==> src/rtl/bp_fe_bht_gshare.sv <==
// bp_fe_bht_gshare
//   Gshare branch history table for the front end. Holds 2**bht_idx_width_p
//   saturating counters indexed by (PC index XOR global history), plus a
//   speculative global history register (GHR) that is shifted on predicted
//   branches and restored from a checkpoint on a redirect. After reset a
//   sweep FSM writes init_ctr_p into every entry before traffic is accepted.
//
// Ports
//   clk_i, reset_n_i         clock, synchronous active-low reset
//   init_done_o              table initialised, requests accepted
//   r_v_i, r_idx_i           predict request (index)
//   predict_*_o              registered prediction, one cycle after r_v_i
//   spec_v_i, spec_taken_i   speculative GHR shift
//   w_v_i, w_idx_i,
//   w_ghist_i, w_taken_i     commit-time counter update
//   redirect_v_i,
//   redirect_ghist_i,
//   redirect_taken_i         GHR restore on misprediction
module bp_fe_bht_gshare #(
  parameter int bht_idx_width_p = 9,
  parameter int ghist_width_p   = 6,
  parameter int ctr_width_p     = 2,
  parameter int init_ctr_p      = (1 << (ctr_width_p - 1)) - 1
) (
  input  logic                       clk_i,
  input  logic                       reset_n_i,
  output logic                       init_done_o,
  input  logic                       r_v_i,
  input  logic [bht_idx_width_p-1:0] r_idx_i,
  output logic                       predict_v_o,
  output logic                       predict_taken_o,
  output logic [ctr_width_p-1:0]     predict_ctr_o,
  output logic [ghist_width_p-1:0]   predict_ghist_o,
  input  logic                       spec_v_i,
  input  logic                       spec_taken_i,
  input  logic                       w_v_i,
  input  logic [bht_idx_width_p-1:0] w_idx_i,
  input  logic [ghist_width_p-1:0]   w_ghist_i,
  input  logic                       w_taken_i,
  input  logic                       redirect_v_i,
  input  logic [ghist_width_p-1:0]   redirect_ghist_i,
  input  logic                       redirect_taken_i
);

  localparam int DEPTH = 1 << bht_idx_width_p;

  localparam logic [0:0] e_init = 1'b0;
  localparam logic [0:0] e_run  = 1'b1;

  logic [0:0]                 r_state;
  logic [bht_idx_width_p-1:0] r_sweep;
  logic [ghist_width_p-1:0]   r_ghr;
  logic [ctr_width_p-1:0]     r_mem [DEPTH];

  logic                       w_run;
  logic [bht_idx_width_p-1:0] w_rd_hash;
  logic [bht_idx_width_p-1:0] w_wr_hash;
  logic [ctr_width_p-1:0]     w_old_ctr;
  logic [ctr_width_p-1:0]     w_new_ctr;
  logic                       w_mem_we;
  logic [bht_idx_width_p-1:0] w_mem_addr;
  logic [ctr_width_p-1:0]     w_mem_data;

  assign w_run       = (r_state == e_run);
  assign init_done_o = w_run;

  // History is zero-extended into the low index bits.
  assign w_rd_hash = r_idx_i ^ bht_idx_width_p'(r_ghr);
  assign w_wr_hash = w_idx_i ^ bht_idx_width_p'(w_ghist_i);

  // Read-modify-write of the update entry within a single cycle.
  assign w_old_ctr = r_mem[w_wr_hash];

  always_comb begin
    w_new_ctr = w_old_ctr;
    if (w_taken_i) begin
      if (w_old_ctr != '1) w_new_ctr = w_old_ctr + 1'b1;
    end else begin
      if (w_old_ctr != '0) w_new_ctr = w_old_ctr - 1'b1;
    end
  end

  // Single table write port, shared by the init sweep and commit updates.
  always_comb begin
    w_mem_we   = 1'b0;
    w_mem_addr = w_wr_hash;
    w_mem_data = w_new_ctr;
    if (reset_n_i) begin
      if (!w_run) begin
        w_mem_we   = 1'b1;
        w_mem_addr = r_sweep;
        w_mem_data = ctr_width_p'(init_ctr_p);
      end else if (w_v_i) begin
        w_mem_we   = 1'b1;
      end
    end
  end

  always_ff @(posedge clk_i) begin
    if (w_mem_we) r_mem[w_mem_addr] <= w_mem_data;
  end

  // Init sweep FSM: one entry per cycle, then run until the next reset.
  always_ff @(posedge clk_i) begin
    if (!reset_n_i) begin
      r_state <= e_init;
      r_sweep <= '0;
    end else if (!w_run) begin
      r_sweep <= r_sweep + 1'b1;
      if (r_sweep == '1) r_state <= e_run;
    end
  end

  // Speculative GHR; a redirect overrides a same-cycle speculative shift.
  // Shift-and-OR keeps the MSB-discard behaviour valid for a 1-bit GHR.
  always_ff @(posedge clk_i) begin
    if (!reset_n_i) begin
      r_ghr <= '0;
    end else if (w_run) begin
      if (redirect_v_i)
        r_ghr <= (redirect_ghist_i << 1) | ghist_width_p'(redirect_taken_i);
      else if (spec_v_i)
        r_ghr <= (r_ghr << 1) | ghist_width_p'(spec_taken_i);
    end
  end

  // Registered prediction; the table read sees the pre-update contents.
  always_ff @(posedge clk_i) begin
    if (!reset_n_i) begin
      predict_v_o     <= 1'b0;
      predict_taken_o <= 1'b0;
      predict_ctr_o   <= '0;
      predict_ghist_o <= '0;
    end else if (w_run && r_v_i) begin
      predict_v_o     <= 1'b1;
      predict_ctr_o   <= r_mem[w_rd_hash];
      predict_taken_o <= r_mem[w_rd_hash][ctr_width_p-1];
      predict_ghist_o <= r_ghr;
    end else begin
      predict_v_o     <= 1'b0;
    end
  end

endmodule

==> config.mk <==
export PLATFORM = sky130hd
export DESIGN_NAME = bp_fe_bht_gshare
export DESIGN_NICKNAME = d
export VERILOG_FILES = /design/src/rtl/bp_fe_bht_gshare.sv
export SDC_FILE = /design/constraint.sdc
export NUM_CORES = 2
export LEC_CHECK = 0
export BUFFER_PORTS_ARGS = -buffer_cell sky130_fd_sc_hd__clkbuf_2
export CORE_MARGIN = 5
export CORE_UTILIZATION = 38
export DETAILED_ROUTE_END_ITERATION = 8
export REMOVE_ABC_BUFFERS = 1
export SYNTH_ARGS = -nofsm -noshare
export SYNTH_HDL_FRONTEND = slang
export SYNTH_SLANG_ARGS = --single-unit
==> constraint.sdc <==
create_clock -name clk_i -period 21 [get_ports clk_i]
set_clock_uncertainty 0.1 [all_clocks]
set_input_delay 1.05 -clock clk_i [delete_from_list [all_inputs] [get_ports clk_i]]
set_output_delay 1.05 -clock clk_i [all_outputs]
set_load 0.05 [all_outputs]
---- Word-level counts from Yosys, hierarchy flattened ----
Memory sizes are Yosys's and may differ from the RTL's.
Index checks and enable logic that the tools add are counted.
cells by class
  add/subtract/negate cells ............... 3
  equality and inequality tests ........... 2
  muxes and demuxes ....................... 17
  bitwise logic cells ..................... 4
  reduce and logical (&&, ||, !) cells .... 4
operators by type and width
  kind                                              number
  2-to-1 mux 9 bit                                  2
  XOR 9 x 6 -> 9 bit                                2
  2-to-1 mux 6 bit                                  2
  OR 6 x 1 -> 6 bit                                 2
  2-to-1 mux 2 bit                                  5
  adder 9 x 1 -> 9 bit, second input constant       1
  == test 9 bit, second input constant              1
  2-to-1 mux 1 bit                                  8
  nonzero test 2 bit                                2
  adder 2 x 1 -> 2 bit, second input constant       1
  != test 2 bit, second input constant              1
  AND reduction 2 bit                               1
  subtractor 2 x 1 -> 2 bit, second input constant  1
  logical AND 1 bit                                 1
storage, ports and cells
  flip-flop bits (word level) ............. 26
  memory bits (writable) .................. 1024
  input port bits ......................... 39
  output and inout port bits .............. 11
  memories kept ........................... 1
memories
  memory  words  width  read ports  clocked after memory_dff  wr ports  RTL line  source
  r_mem   512    2      2           0                         1         53        logic [ctr_width_p-1:0] r_mem [DEPTH];

---- Depth between registers and ports, before layout ----
An unclocked memory read counts as a cell.
  word-level depth ........................ 7
  depth in mapped cells ................... 14
  gate-level depth less buffers ........... 10

---- Worst setup path after synthesis ----
No wires, ideal clock.
  path kind ............................... input -> register
  start ................................... input w_ghist_i[0]
  end ..................................... memory r_mem[0][1] (data pin)
  library setup time ...................... 2941 ps
  arrival ................................. 16899 ps
  slack ................................... 1060 ps
  stages on the path ...................... 13
  path through ............................ xnor2_2 > buf_6 > buf_8 > buf_8 > nand2_1 > a32oi_1 > a22oi_1 > o2111a_1 > a21oi_1 > nand3_1 > a2111oi_2 > o21ai_1 > a21oi_1
between the ends
  cells in the longest elaborated chain, start to end .. 7
  elaborated cells on any way between the ends .. 11
  those cells by class .................... add/sub: 2; eq/ne: 1; mux: 5; bitwise: 1; reduce/logical: 1; memory: 1
ends and longest elaborated chain
  what                                               RTL line  source
  from (decl)                                        38        input logic [ghist_width_p-1:0] w_ghist_i,
  XOR 9 x 6 -> 9 bit *                               69        assign w_wr_hash = w_idx_i ^ bht_idx_width_p'(w_ghist_i);
  memory (512 x 2 bit) *                             --
  subtractor 2 x 1 -> 2 bit (tied with other cells)  79        if (w_old_ctr != '0) w_new_ctr = w_old_ctr - 1'b1;
  2-to-1 mux 2 bit (on tied branches)                79, 77
  2-to-1 mux 2 bit *                                 76        if (w_taken_i) begin
  2-to-1 mux 2 bit                                   89        if (!w_run) begin
  2-to-1 mux 2 bit *                                 88        if (reset_n_i) begin
  named net w_mem_data[1]                            62        logic [ctr_width_p-1:0] w_mem_data;
  to (decl)                                          53
Mark *: on every way through the listed nets, which the timed path passes. The rest lies on a longest branch.

---- Worst setup path in the final report ----
  start ................................... input w_ghist_i[0]
  end ..................................... memory r_mem[54][0] (data pin)
Same word-level chain as after synthesis.

==> qor.txt <==
CP required: 21.32 ns
Sequential area share after synthesis: 60.61%
H-tree Lvls: 3
CTS Buffer Depth: 3
Worst slew pin tran: 1.299 ns
Reg2Reg Setup Slack: 15.37 ns
Synth area leaders: edfxtp_1 (60%), mux4_2 (25%), nor2_1 (4.0%)
Final net count: 3,114
Worst R2R Path Depth: 11
RSZ-0062 raised after global routing: false
Cells after synthesis: 3,090
Post-CTS setup buffer count: 0
Worst setup margin: 13.90 ns
Die footprint: 143,100 µm²
Core box area: 135,100 µm²
Placed wire-length estimate: 91,170 µm
Worst skew pair latency: 0.70 ns
Placed Area: 53,760 µm²
#FFs+latches synth: 1,049
Pwr/cell area: 87.58 nW/µm²
Synth unique cells: 68
CP Class: primary input to flip-flop
Root buf cell: clkbuf_16
Critical Path End: r_mem[54][0]
Post-synth EDFFs: 1,024
Ys flop type: edfxtp_1
Die W: 378.3 µm
Share of post-route cells with drive strength above 1: 28.90%
Initial Util: 38.15%
Residual DRC: 0
Syn Area/Cell: 16.68 µm²
Max transition margin: 13.39%
Final cycle utilization of the critical path: 33.82%
Via count: 31,080
Slew Limit Fails: 0
Number of CTS-inserted buffers: 112
IO Pins: 50
First-pass GRT wire length: 224,900 µm
Max VDD drop: 0.06415 mV
Count leader, synth: edfxtp_1
Endpoints failing hold: 0
Async S/R FF share, synth: 0%
Yosys top cell by area: edfxtp_1
Post-layout util: 42.56%
Drt total wl: 156,900 µm
Pin count of the biggest net entering global routing: 248
Initial antenna violation count: 5
Routed Antenna Nets: 0
Top cell type's share of synthesized area: 59.64%
Rows: 135
PostCTS Resize Cnt: 0
CP max-delay cell: buf_4
CP max FO: 87
Crit path launch type: primary input
TritonCTS clock tree: done
First DRT Iteration DRCs: 3,810
Gpl congestion: 0.8269
Post-Syn Area: 51,560 µm²
Hold crit path type: flip-flop to flip-flop
Status: completed
I/O Buffers: 48
Setup violators final: 0
Post-DR wirelength/cell: 31.73 µm
CTS sink cnt: 1,049
Vias in the first global route: 31,580
R2r endpoint: predict_ctr_o[0]
RR Startpoint: r_ghr[1]
Fill cells: 12,060
Clock transition at the registers of the reported paths: 0.06 ns
TritonRoute pass-1 iters: 7
Pwr Total: 5036 µW
Routed vias/inst: 6.285
Crit. End Element: flip-flop
CP peak stage delay: 0.81 ns
Die height: 378.3 µm
Leak: 0.01739 µW
Crit path cell chain: clkbuf_2, xnor2_4, buf_12, buf_4, mux4_2, a22oi_1, nand4_1, a2111oi_2, a2111oi_2, maj3_1, nand2_4, buf_4, buf_4
Pre-CTS setup slack: 13.21 ns
Most used cell along the critical path: buf_4
Final worst path period need: 7.102 ns
Final Cell Area: 57,510 µm²
Layout overhead on the synthesized area: 11.54%
Crit path DAT: 7.42 ns
CP startpoint: w_ghist_i[0]
Hold slack: 0.3634 ns
Ys Warns: 0
Max Fclk: 140.8 MHz
Post-synth top cells: edfxtp_1 (1,024), mux4_2 (566), nor2_1 (549), nand2_1 (219), clkbuf_1 (137)
Hold_sp: predict_ghist_o[1]
Overflow left after global routing: 0
CTS Hold Buffers Added: 0
Overall global routing resource usage: 21.72%
Max-cap violations: 0
-- per-layer routing --
metal | GRT usage [%] | up-vias | wire length, µm
met3 | 4.571 | 301 | 14990
met2 | 35.20 | 1668 | 75290
met5 | 0 | - | 27
met1 | 29.60 | 16640 | 61570
met4 | 6.914 | 4 | 5063
li1 | - | 12470 | -
-- how the worst min path moves through the flow --
stage / depth (start not counted) / to / slack (ns)
final: 2 / predict_ghist_o[1] / 0.36
after global placement: 2 / predict_ghist_o[2] / 0.35
after global routing: 2 / predict_ghist_o[2] / 0.40
after CTS: 2 / predict_ghist_o[1] / 0.37
after floorplan: 2 / predict_ghist_o[1] / 0.38
after detailed placement: 2 / predict_ghist_o[1] / 0.36
-- sequential cells by signal (all words and copies together), names as in the netlist --
register	cells
predict_taken_o	1
predict_ctr_o	1
predict_v_o	1
init_done_o	1
r_mem	1024
predict_ghist_o	6
r_sweep	9
r_ghr	6
-- report_power, final --
group          internal [µW]  total, µW  switching, µW
Sequential              2380       2380           1.84
Clock                   1200       2040            842
Combinational            211        613            402
-- cells in the final DEF, fill, tap and decap left out, drive strengths merged, types with 29 or more instances in the layout --
| cell | n |
|---|---|
| buf | 77 |
| o21ai | 29 |
| edfxtp | 1024 |
| clkinv | 45 |
| mux4 | 573 |
| mux2i | 51 |
| nand2 | 219 |
| nand3 | 58 |
| nor2 | 549 |
| clkbuf | 178 |
| a21oi | 49 |
-- cells by family (layout without fill, tap and decap cells) --
kind of cell	count (synthesis)	in the layout	share of synthesized area, %
AOI/OAI and AO/OA	204	204	2.745
adders and majority gates	3	3	0.06795
xor gates and xnor gates	26	26	0.5218
and+or+nand+nor	917	917	7.239
DFF	1049	1049	60.61
buffers and inverters	261	334	2.609
muxes	630	630	26.20
other	0	2	0
-- per-stage QoR --
| step | std cells | setup TNS, ns |
|---|---|---|
| 5_1_grt | 4944 | 0 |
| 3_3_place_gp | 4740 | 0 |
| 4_1_cts | 4944 | 0 |
| 2_1_floorplan | 2834 | -2521.22 |
| 3_5_place_dp | 4740 | 0 |
| 6_report | 4946 | 0 |
-- final cells by class --
| cell class | instances | area [µm²] | share of cell area [%] |
|---|---|---|---|
| flip-flops and latches | 1049 | 31250 | 54.34 |
| multi-input cells | 1780 | 19290 | 33.55 |
| clock buffers | 130 | 2934 | 5.102 |
| well taps | 1781 | 2228 | 3.875 |
| repair buffers | 125 | 968.4 | 1.684 |
| clock inverters | 74 | 809.5 | 1.408 |
| inverters | 5 | 18.77 | 0.03264 |
| diodes | 2 | 5.005 | 0.008703 |
-- critical path: cells and delay by family --
| kind | cells | cell delay, ns |
|---|---|---|
| adder cells (fa/ha/maj) | 1 | 0.44 |
| AO/OA/AOI/OAI | 3 | 1.22 |
| multiplexers | 1 | 0.62 |
| XOR/XNOR | 1 | 0.21 |
| buffers and inverters | 5 | 2.75 |
| AND/OR/NAND/NOR | 2 | 0.75 |
(Power assumes the default switching activity.)
